## config.mk

```make
export PLATFORM = sky130hd
export DESIGN_NAME = wb_arb_wdt_flat
export DESIGN_NICKNAME = d
export VERILOG_FILES = /design/src/rtl/wb_arb_wdt_if.sv /design/src/rtl/wb_arb_wdt.sv /design/src/flat_wrapper.sv
export SDC_FILE = /design/constraint.sdc
export NUM_CORES = 1
export LEC_CHECK = 0
export CAP_MARGIN = 15
export CORE_AREA = 2 2 126 128
export DETAILED_ROUTE_END_ITERATION = 8
export DIE_AREA = 0 0 128 130
export PLACE_DENSITY_LB_ADDON = 0.05
export SETUP_SLACK_MARGIN = 0.5
export SLEW_MARGIN = 20
export SYNTH_ARGS = -nofsm -noshare
export SYNTH_HDL_FRONTEND = slang
export SYNTH_SLANG_ARGS = --single-unit
```

## constraint.sdc

```tcl
create_clock -name wb_clk -period 5.4 [get_ports wb_clk]
set_input_delay 1.08 -clock wb_clk [delete_from_list [all_inputs] [get_ports wb_clk]]
set_output_delay 1.08 -clock wb_clk [all_outputs]
set_load 0.02 [all_outputs]
```

## src/rtl/wb_arb_wdt_if.sv

```systemverilog
// Wishbone classic signal bundle shared by the two masters and the arbitrated bus.
// The arbiter takes the slave view from each master and the master view toward the decoder.
interface wb_arb_wdt_if;
  logic        cyc;
  logic        stb;
  logic        we;
  logic [3:0]  sel;
  logic [31:0] adr;
  logic [31:0] dat;
  logic        ack;
  logic [31:0] rdt;

  modport master (output cyc, stb, we, sel, adr, dat, input ack, rdt);
  modport slave  (input cyc, stb, we, sel, adr, dat, output ack, rdt);
endinterface

```

## src/rtl/wb_arb_wdt.sv

```systemverilog
// Round-robin Wishbone arbiter for two masters, with a watchdog that fabricates an ack
// and a marker read word when the addressed slave stalls for too long.
module wb_arb_wdt #(
  parameter int          WDT_BITS    = 7,
  parameter logic [31:0] TIMEOUT_RDT = 32'hdeaddead
) (
  input  logic                wb_clk,
  input  logic                wb_rst,
  wb_arb_wdt_if.slave         m0,
  wb_arb_wdt_if.slave         m1,
  wb_arb_wdt_if.master        bus,
  output logic                wdt_trip,
  output logic [7:0]          wdt_count
);

  typedef enum logic [1:0] {
    IDLE = 2'b00,
    GNT0 = 2'b01,
    GNT1 = 2'b10
  } state_t;

  localparam logic [WDT_BITS-1:0] WCNT_ONE = {{(WDT_BITS-1){1'b0}}, 1'b1};

  state_t              state_reg;
  logic                last_gnt_reg;
  logic [WDT_BITS-1:0] wcnt_reg;
  logic [7:0]          wdt_count_reg;

  logic gnt0;
  logic gnt1;
  logic bus_stb;
  logic wdt_ack;

  always_comb begin
    gnt0    = (state_reg == GNT0);
    gnt1    = (state_reg == GNT1);
    bus_stb = (gnt0 & m0.stb) | (gnt1 & m1.stb);
    bus.cyc = (gnt0 & m0.cyc) | (gnt1 & m1.cyc);
    bus.stb = bus_stb;
    bus.we  = 1'b0;
    bus.sel = 4'h0;
    bus.adr = 32'h0;
    bus.dat = 32'h0;
    if (gnt0) begin
      bus.we  = m0.we;
      bus.sel = m0.sel;
      bus.adr = m0.adr;
      bus.dat = m0.dat;
    end else if (gnt1) begin
      bus.we  = m1.we;
      bus.sel = m1.sel;
      bus.adr = m1.adr;
      bus.dat = m1.dat;
    end
    // A real slave ack on the timeout cycle masks the forced one, so no double ack.
    wdt_ack  = bus_stb & ~bus.ack & (wcnt_reg == {WDT_BITS{1'b1}});
    wdt_trip = wdt_ack;
    m0.ack   = (bus.ack | wdt_ack) & gnt0;
    m1.ack   = (bus.ack | wdt_ack) & gnt1;
    m0.rdt   = wdt_ack ? TIMEOUT_RDT : bus.rdt;
    m1.rdt   = wdt_ack ? TIMEOUT_RDT : bus.rdt;
  end

  always_ff @(posedge wb_clk) begin
    if (wb_rst) begin
      state_reg     <= IDLE;
      last_gnt_reg  <= 1'b1;
      wcnt_reg      <= '0;
      wdt_count_reg <= 8'h00;
    end else begin
      case (state_reg)
        IDLE: begin
          // On contention the master that was not granted last time wins.
          if (m0.cyc && (!m1.cyc || last_gnt_reg)) begin
            state_reg    <= GNT0;
            last_gnt_reg <= 1'b0;
          end else if (m1.cyc) begin
            state_reg    <= GNT1;
            last_gnt_reg <= 1'b1;
          end
        end
        GNT0:    if (!m0.cyc) state_reg <= IDLE;
        GNT1:    if (!m1.cyc) state_reg <= IDLE;
        default: state_reg <= IDLE;
      endcase

      if (!bus_stb || bus.ack || wdt_ack) begin
        wcnt_reg <= '0;
      end else begin
        wcnt_reg <= wcnt_reg + WCNT_ONE;
      end

      if (wdt_ack && (wdt_count_reg != 8'hff)) begin
        wdt_count_reg <= wdt_count_reg + 8'd1;
      end
    end
  end

  assign wdt_count = wdt_count_reg;

endmodule
```

## src/flat_wrapper.sv

```systemverilog
// flat-port wrapper written by rule: the top's interface ports become plain ports
module wb_arb_wdt_flat 
#(
  parameter int          WDT_BITS    = 7,
  parameter logic [31:0] TIMEOUT_RDT = 32'hdeaddead
)
  (wb_clk, wb_rst, wdt_trip, wdt_count, m0_cyc, m0_stb, m0_we, m0_sel, m0_adr, m0_dat, m0_ack, m0_rdt, m1_cyc, m1_stb, m1_we, m1_sel, m1_adr, m1_dat, m1_ack, m1_rdt, bus_cyc, bus_stb, bus_we, bus_sel, bus_adr, bus_dat, bus_ack, bus_rdt);
  wb_arb_wdt_if m0_i ();
  wb_arb_wdt_if m1_i ();
  wb_arb_wdt_if bus_i ();
  input  logic wb_clk;
  input  logic wb_rst;
  output logic wdt_trip;
  output logic [7:0] wdt_count;
  input wire logic [$bits(m0_i.cyc)-1:0] m0_cyc;
  input wire logic [$bits(m0_i.stb)-1:0] m0_stb;
  input wire logic [$bits(m0_i.we)-1:0] m0_we;
  input wire logic [$bits(m0_i.sel)-1:0] m0_sel;
  input wire logic [$bits(m0_i.adr)-1:0] m0_adr;
  input wire logic [$bits(m0_i.dat)-1:0] m0_dat;
  output wire logic [$bits(m0_i.ack)-1:0] m0_ack;
  output wire logic [$bits(m0_i.rdt)-1:0] m0_rdt;
  input wire logic [$bits(m1_i.cyc)-1:0] m1_cyc;
  input wire logic [$bits(m1_i.stb)-1:0] m1_stb;
  input wire logic [$bits(m1_i.we)-1:0] m1_we;
  input wire logic [$bits(m1_i.sel)-1:0] m1_sel;
  input wire logic [$bits(m1_i.adr)-1:0] m1_adr;
  input wire logic [$bits(m1_i.dat)-1:0] m1_dat;
  output wire logic [$bits(m1_i.ack)-1:0] m1_ack;
  output wire logic [$bits(m1_i.rdt)-1:0] m1_rdt;
  output wire logic [$bits(bus_i.cyc)-1:0] bus_cyc;
  output wire logic [$bits(bus_i.stb)-1:0] bus_stb;
  output wire logic [$bits(bus_i.we)-1:0] bus_we;
  output wire logic [$bits(bus_i.sel)-1:0] bus_sel;
  output wire logic [$bits(bus_i.adr)-1:0] bus_adr;
  output wire logic [$bits(bus_i.dat)-1:0] bus_dat;
  input wire logic [$bits(bus_i.ack)-1:0] bus_ack;
  input wire logic [$bits(bus_i.rdt)-1:0] bus_rdt;
  assign m0_i.cyc = m0_cyc;
  assign m0_i.stb = m0_stb;
  assign m0_i.we = m0_we;
  assign m0_i.sel = m0_sel;
  assign m0_i.adr = m0_adr;
  assign m0_i.dat = m0_dat;
  assign m0_ack = m0_i.ack;
  assign m0_rdt = m0_i.rdt;
  assign m1_i.cyc = m1_cyc;
  assign m1_i.stb = m1_stb;
  assign m1_i.we = m1_we;
  assign m1_i.sel = m1_sel;
  assign m1_i.adr = m1_adr;
  assign m1_i.dat = m1_dat;
  assign m1_ack = m1_i.ack;
  assign m1_rdt = m1_i.rdt;
  assign bus_cyc = bus_i.cyc;
  assign bus_stb = bus_i.stb;
  assign bus_we = bus_i.we;
  assign bus_sel = bus_i.sel;
  assign bus_adr = bus_i.adr;
  assign bus_dat = bus_i.dat;
  assign bus_i.ack = bus_ack;
  assign bus_i.rdt = bus_rdt;
  wb_arb_wdt #(.WDT_BITS(WDT_BITS), .TIMEOUT_RDT(TIMEOUT_RDT)) u_core (.wb_clk(wb_clk), .wb_rst(wb_rst), .m0(m0_i), .m1(m1_i), .bus(bus_i), .wdt_trip(wdt_trip), .wdt_count(wdt_count));
endmodule
```

# Yosys cells after proc, flatten, opt, wreduce, memory -nomap -nowiden
# Index checks and enable logic that the tools add are counted.
# word_totals
n_memories,0
word_cells,53
out_inout_bits,146
latchBits,0
ramBits,0
rom_bits,0
in_bits,177
reg_bits,18
# classes
n_reduce_logical,12
n_lt_le_gt_ge,0
addsub,2
n_mux,16
n_shift,0
eq_ne,7
bitwise,12
div_mod_pow,0
n_mul,0
# ops
op,count
$mux W32,5
$add A8 B1 Y8 const B,1
$and A1 B1 Y1,8
$mux W2,4
$mux W4,2
$ne A8 B8 Y1 const B,1
$add A7 B1 Y7 const B,1
$eq A7 B7 Y1 const B,1
$pmux W2 S3,1
$mux W1,4
$ne A2 B2 Y1 const B,2
$logic_or A1 B1 Y1,3
$ne A3 B2 Y1 const B,1
$or A1 B1 Y1,3
$reduce_and A3 Y1,1
$eq A2 B1 Y1 const B,1
$eq A2 B2 Y1 const B,1
$logic_and A1 B1 Y1,2
$logic_not A1 Y1,2
$logic_not A2 Y1,1
$reduce_and A2 Y1,1
$reduce_bool A2 Y1,1
$reduce_or A2 Y1,1
$not A1 Y1,1

# Depth between registers and ports, before layout
# depth
depth_word,7
ltp_mapped,7
ltp_nobuf,5

# Worst setup path before layout
# No wires, ideal clock.
# synth_timing
path_kind,input to output
start,input m0_stb
end,output m1_rdt[13]
n_path_buf,3
arrival_ps,2405
setup_slack_ps,1915
t_required_ps,4320
cell_stages,6
cell_sequence,nand3b_1 > a2111o_1 > buf_2 > clkbuf_1 > and2_1 > buf_4
# synth_via
elab_chain_len,5
# synth_rtl
element,line,rtl
from (decl),flat_wrapper.sv:16,input wire logic [$bits(m0_i.stb)-1:0] m0_stb;
$and A1 B1 Y1,wb_arb_wdt.sv:37,bus_stb = (gnt0 & m0.stb) | (gnt1 & m1.stb);
$or A1 B1 Y1,wb_arb_wdt.sv:37,
$and A1 B1 Y1 (2 in series),wb_arb_wdt.sv:56,wdt_ack = bus_stb & ~bus.ack & (wcnt_reg == {WDT_BITS{1'b1}});
$mux W32,--,
to (decl),flat_wrapper.sv:30,output wire logic [$bits(m1_i.rdt)-1:0] m1_rdt;
# Every way passes these cells.

# Final worst setup path
# layout_timing
start,input m0_stb
end,output m0_ack
# layout_via
elab_chain_len,6
# layout_rtl
element,line,rtl
$and A1 B1 Y1,wb_arb_wdt.sv:37,
$or A1 B1 Y1,wb_arb_wdt.sv:37,
$and A1 B1 Y1 (2 in series),wb_arb_wdt.sv:56,
$or A1 B1 Y1,wb_arb_wdt.sv:58,m0.ack = (bus.ack | wdt_ack) & gnt0;
$and A1 B1 Y1,wb_arb_wdt.sv:58,
to (decl),flat_wrapper.sv:21,output wire logic [$bits(m0_i.ack)-1:0] m0_ack;
# Every way passes these cells.

==> results.ini <==
[status]
status = finished, final reports clean

[detailed_routing]
vias = 3012
wire_per_inst_um = 16.2
drt_drc_violations_left = 0
wl_mm = 11.7
viasPerCell = 4.16
drt_iter0_drc = 99
postRouteAntennaNets = 0
firstDrtPassIters = 4

[worst_setup_path]
cp.required_ps = 4320
critPathLaunch = m0_stb
r2r-start = u_core.wcnt_reg[0]
worstPathArrival_ps = 3370
critPathLaunchType = primary input
crit_fanout = 3
crit_type = primary input to primary output
endpoint_kind = primary output

[layout]
drive_above_1_share = 0.0226
nets = 711
num-fill-cells = 1607
area_growth_pct = 164
largest_register_ffs = 8
utilization = 0.341
register_area_um2 = 360
multi_input_area_um2 = 1300
final_cell_count_no_fill = 724

[clock_network]
clock_latency_ps = 250
cts_htree_levels = 1
cts_tree = built
cts_buffers = 3
path_clk_slew_ps = 50
cts_buffer_depth = 2
post_cts_buffers = 0
root_buffer = clkbuf_16
cts_num_sinks = 18
ctsHoldBuffers = 0
cts-resized-gates = 0

[power_and_ir_drop]
seqPwrFrac = 0.192
pwr-share-comb = 0.578
p_leak_uw = 0.00194
powerDensity_nw_per_um2 = 136
p_int_uw = 497
ir_drop_uv = 85.3
switching_power_uw = 218
report.power.total_uw = 714
p_clk_frac = 0.230
swShare = 0.305

[logic_synthesis]
yosys-top-cells-area = a22o_1 31%, dfxtp_1 18%, buf_4 12%
synth_seq_cells = 18
ys_warn_count = 0
synth_cell_types = 35
synth_area_per_cell_um2 = 7.83
synth_flop_cell = dfxtp_1
seq_area_frac_synth = 0.181
synth_area_um2 = 2000
async_flop_share = 0
synthCells = 255
synth-edff-count = 0
synth_top_area_share = 0.307
synth_area_leader_cell = a22o_1
syn-num-nets = 434

[die]
die_area_um2 = 16600
num_rows = 46
die_x_um = 128
die-height_um = 130
coreArea_um2 = 15400
start_util = 0.129
ioPinCount = 323

[place]
gp_congestion = 0.726
post-place-ws_ps = 928
place_inst = 719
dp_hpwl_mm = 9.91
port_buffers = 322

[timing]
fin_crit_sh = 0.823
tns_ps = 0
hold_viol = 0
setup_viol = 0
worstMarginPinSlew_ps = 869
clock_skew_ps = 4.97
maxSlewHeadroom = 0.421
period_needed_ps = 4450
max_freq_mhz = 225
maxSlewViolCount = 0
rsz0062_at_grt = false
timing.final.ws_setup_ps = 954

[grt]
grtUsageTotal = 0.122
grt_first_pass_wirelength_mm = 15.9
antenna_found_initial = 1
grt.overflow.total = 0
grt_max_degree = 47
grt_pass1_vias = 2783

[worst_hold_path]
hp-start = u_core.wcnt_reg[0]
hp-class = flip-flop to flip-flop

[run]
max_cap_violations = 0

==> worst max-delay path, cell delays in order <==
cell	delay (ps)
clkdlybuf4s50_1	460
nand3b_1	100
a2111oi_0	680
nor2_1	190
nor2b_1	180
clkdlybuf4s50_1	660
==> metal layers <==
layer / global-route usage / vias to the layer above / share of wire
met2: 0.231 / 179 / 0.51
li1: - / 1478 / -
met3: 0.0398 / 8 / 0.097
met4: 0.0187 / 0 / 0.0081
met1: 0.136 / 1347 / 0.38
met5: 0 / - / 0
==> area by class of cell <==
cell class / count / area share
inverter: 3 / 0.00214
tap: 192 / 0.0456
antenna: 1 / 0.000476
sequential: 18 / 0.0685
multi-input combinational: 179 / 0.247
timing repair buffer: 327 / 0.620
clock buffer: 4 / 0.0169
==> worst paths after layout <==
kind | to | slack, ps | depth (start not counted)
max | m0_ack | 950 | 6
min | u_core.wcnt_reg[0] | 440 | 1
max reg2reg | u_core.wdt_count[5] | 3290 | 6
min reg2reg | u_core.wcnt_reg[0] | 440 | 1
==> cell usage after synthesis (all sizes together), types with 4 or more instances <==
cell	number
nand2	4
dfxtp	18
buf	33
nor2	15
nand3	6
and2	11
clkbuf	22
a21oi	7
a22o	70
or4	4
nand2b	25
o31ai	4
==> cell families after synthesis <==
logic type,count (synthesis),synth area share
buffers and inverters,58,0.170
adder cells (fa/ha/maj),2,0.0125
flip-flops,18,0.181
multiplexers,1,0.00564
XOR/XNOR,4,0.0176
AND/OR/NAND/NOR,85,0.252
AO/OA/AOI/OAI,87,0.362
==> metrics by stage <==
stage	hold slack [ps]	area, um2
after floorplan	413	2000
after global placement	426	5170
after detailed placement	431	5170
after CTS	439	5260
after global routing	481	5260
final	436	5260
==> cells in the final DEF, fill, tap and decap left out, types with 2 or more instances in the layout <==
| master | count |
|---|---|
| clkdlybuf4s50_1 | 322 |
| a22o_1 | 70 |
| nand2b_1 | 25 |
| dfxtp_1 | 18 |
| nor2_1 | 15 |
| and2_1 | 11 |
| a21oi_1 | 7 |
| nand3_1 | 5 |
| buf_4 | 5 |
| nand2_1 | 4 |
| o31ai_1 | 4 |
| or4_1 | 4 |
| nand3b_1 | 3 |
| inv_1 | 3 |
| nor2b_1 | 3 |
| clkbuf_16 | 3 |
| nor4_1 | 2 |
| and2b_2 | 2 |
| and4_1 | 2 |
| or3_1 | 2 |
| o21ai_0 | 2 |
| xor2_1 | 2 |
| xnor2_1 | 2 |
| ha_1 | 2 |
==> power by group through the flow <==
stage                     Sequential (uW)  Clock (uW)  Combinational (uW)
after floorplan                       139           0                 171
after global placement                140           0                 417
after detailed placement              140           0                 415
after CTS                             137         171                 417
after global routing                  137         174                 436
final                                 137         164                 413
(Power assumes the default switching activity.)
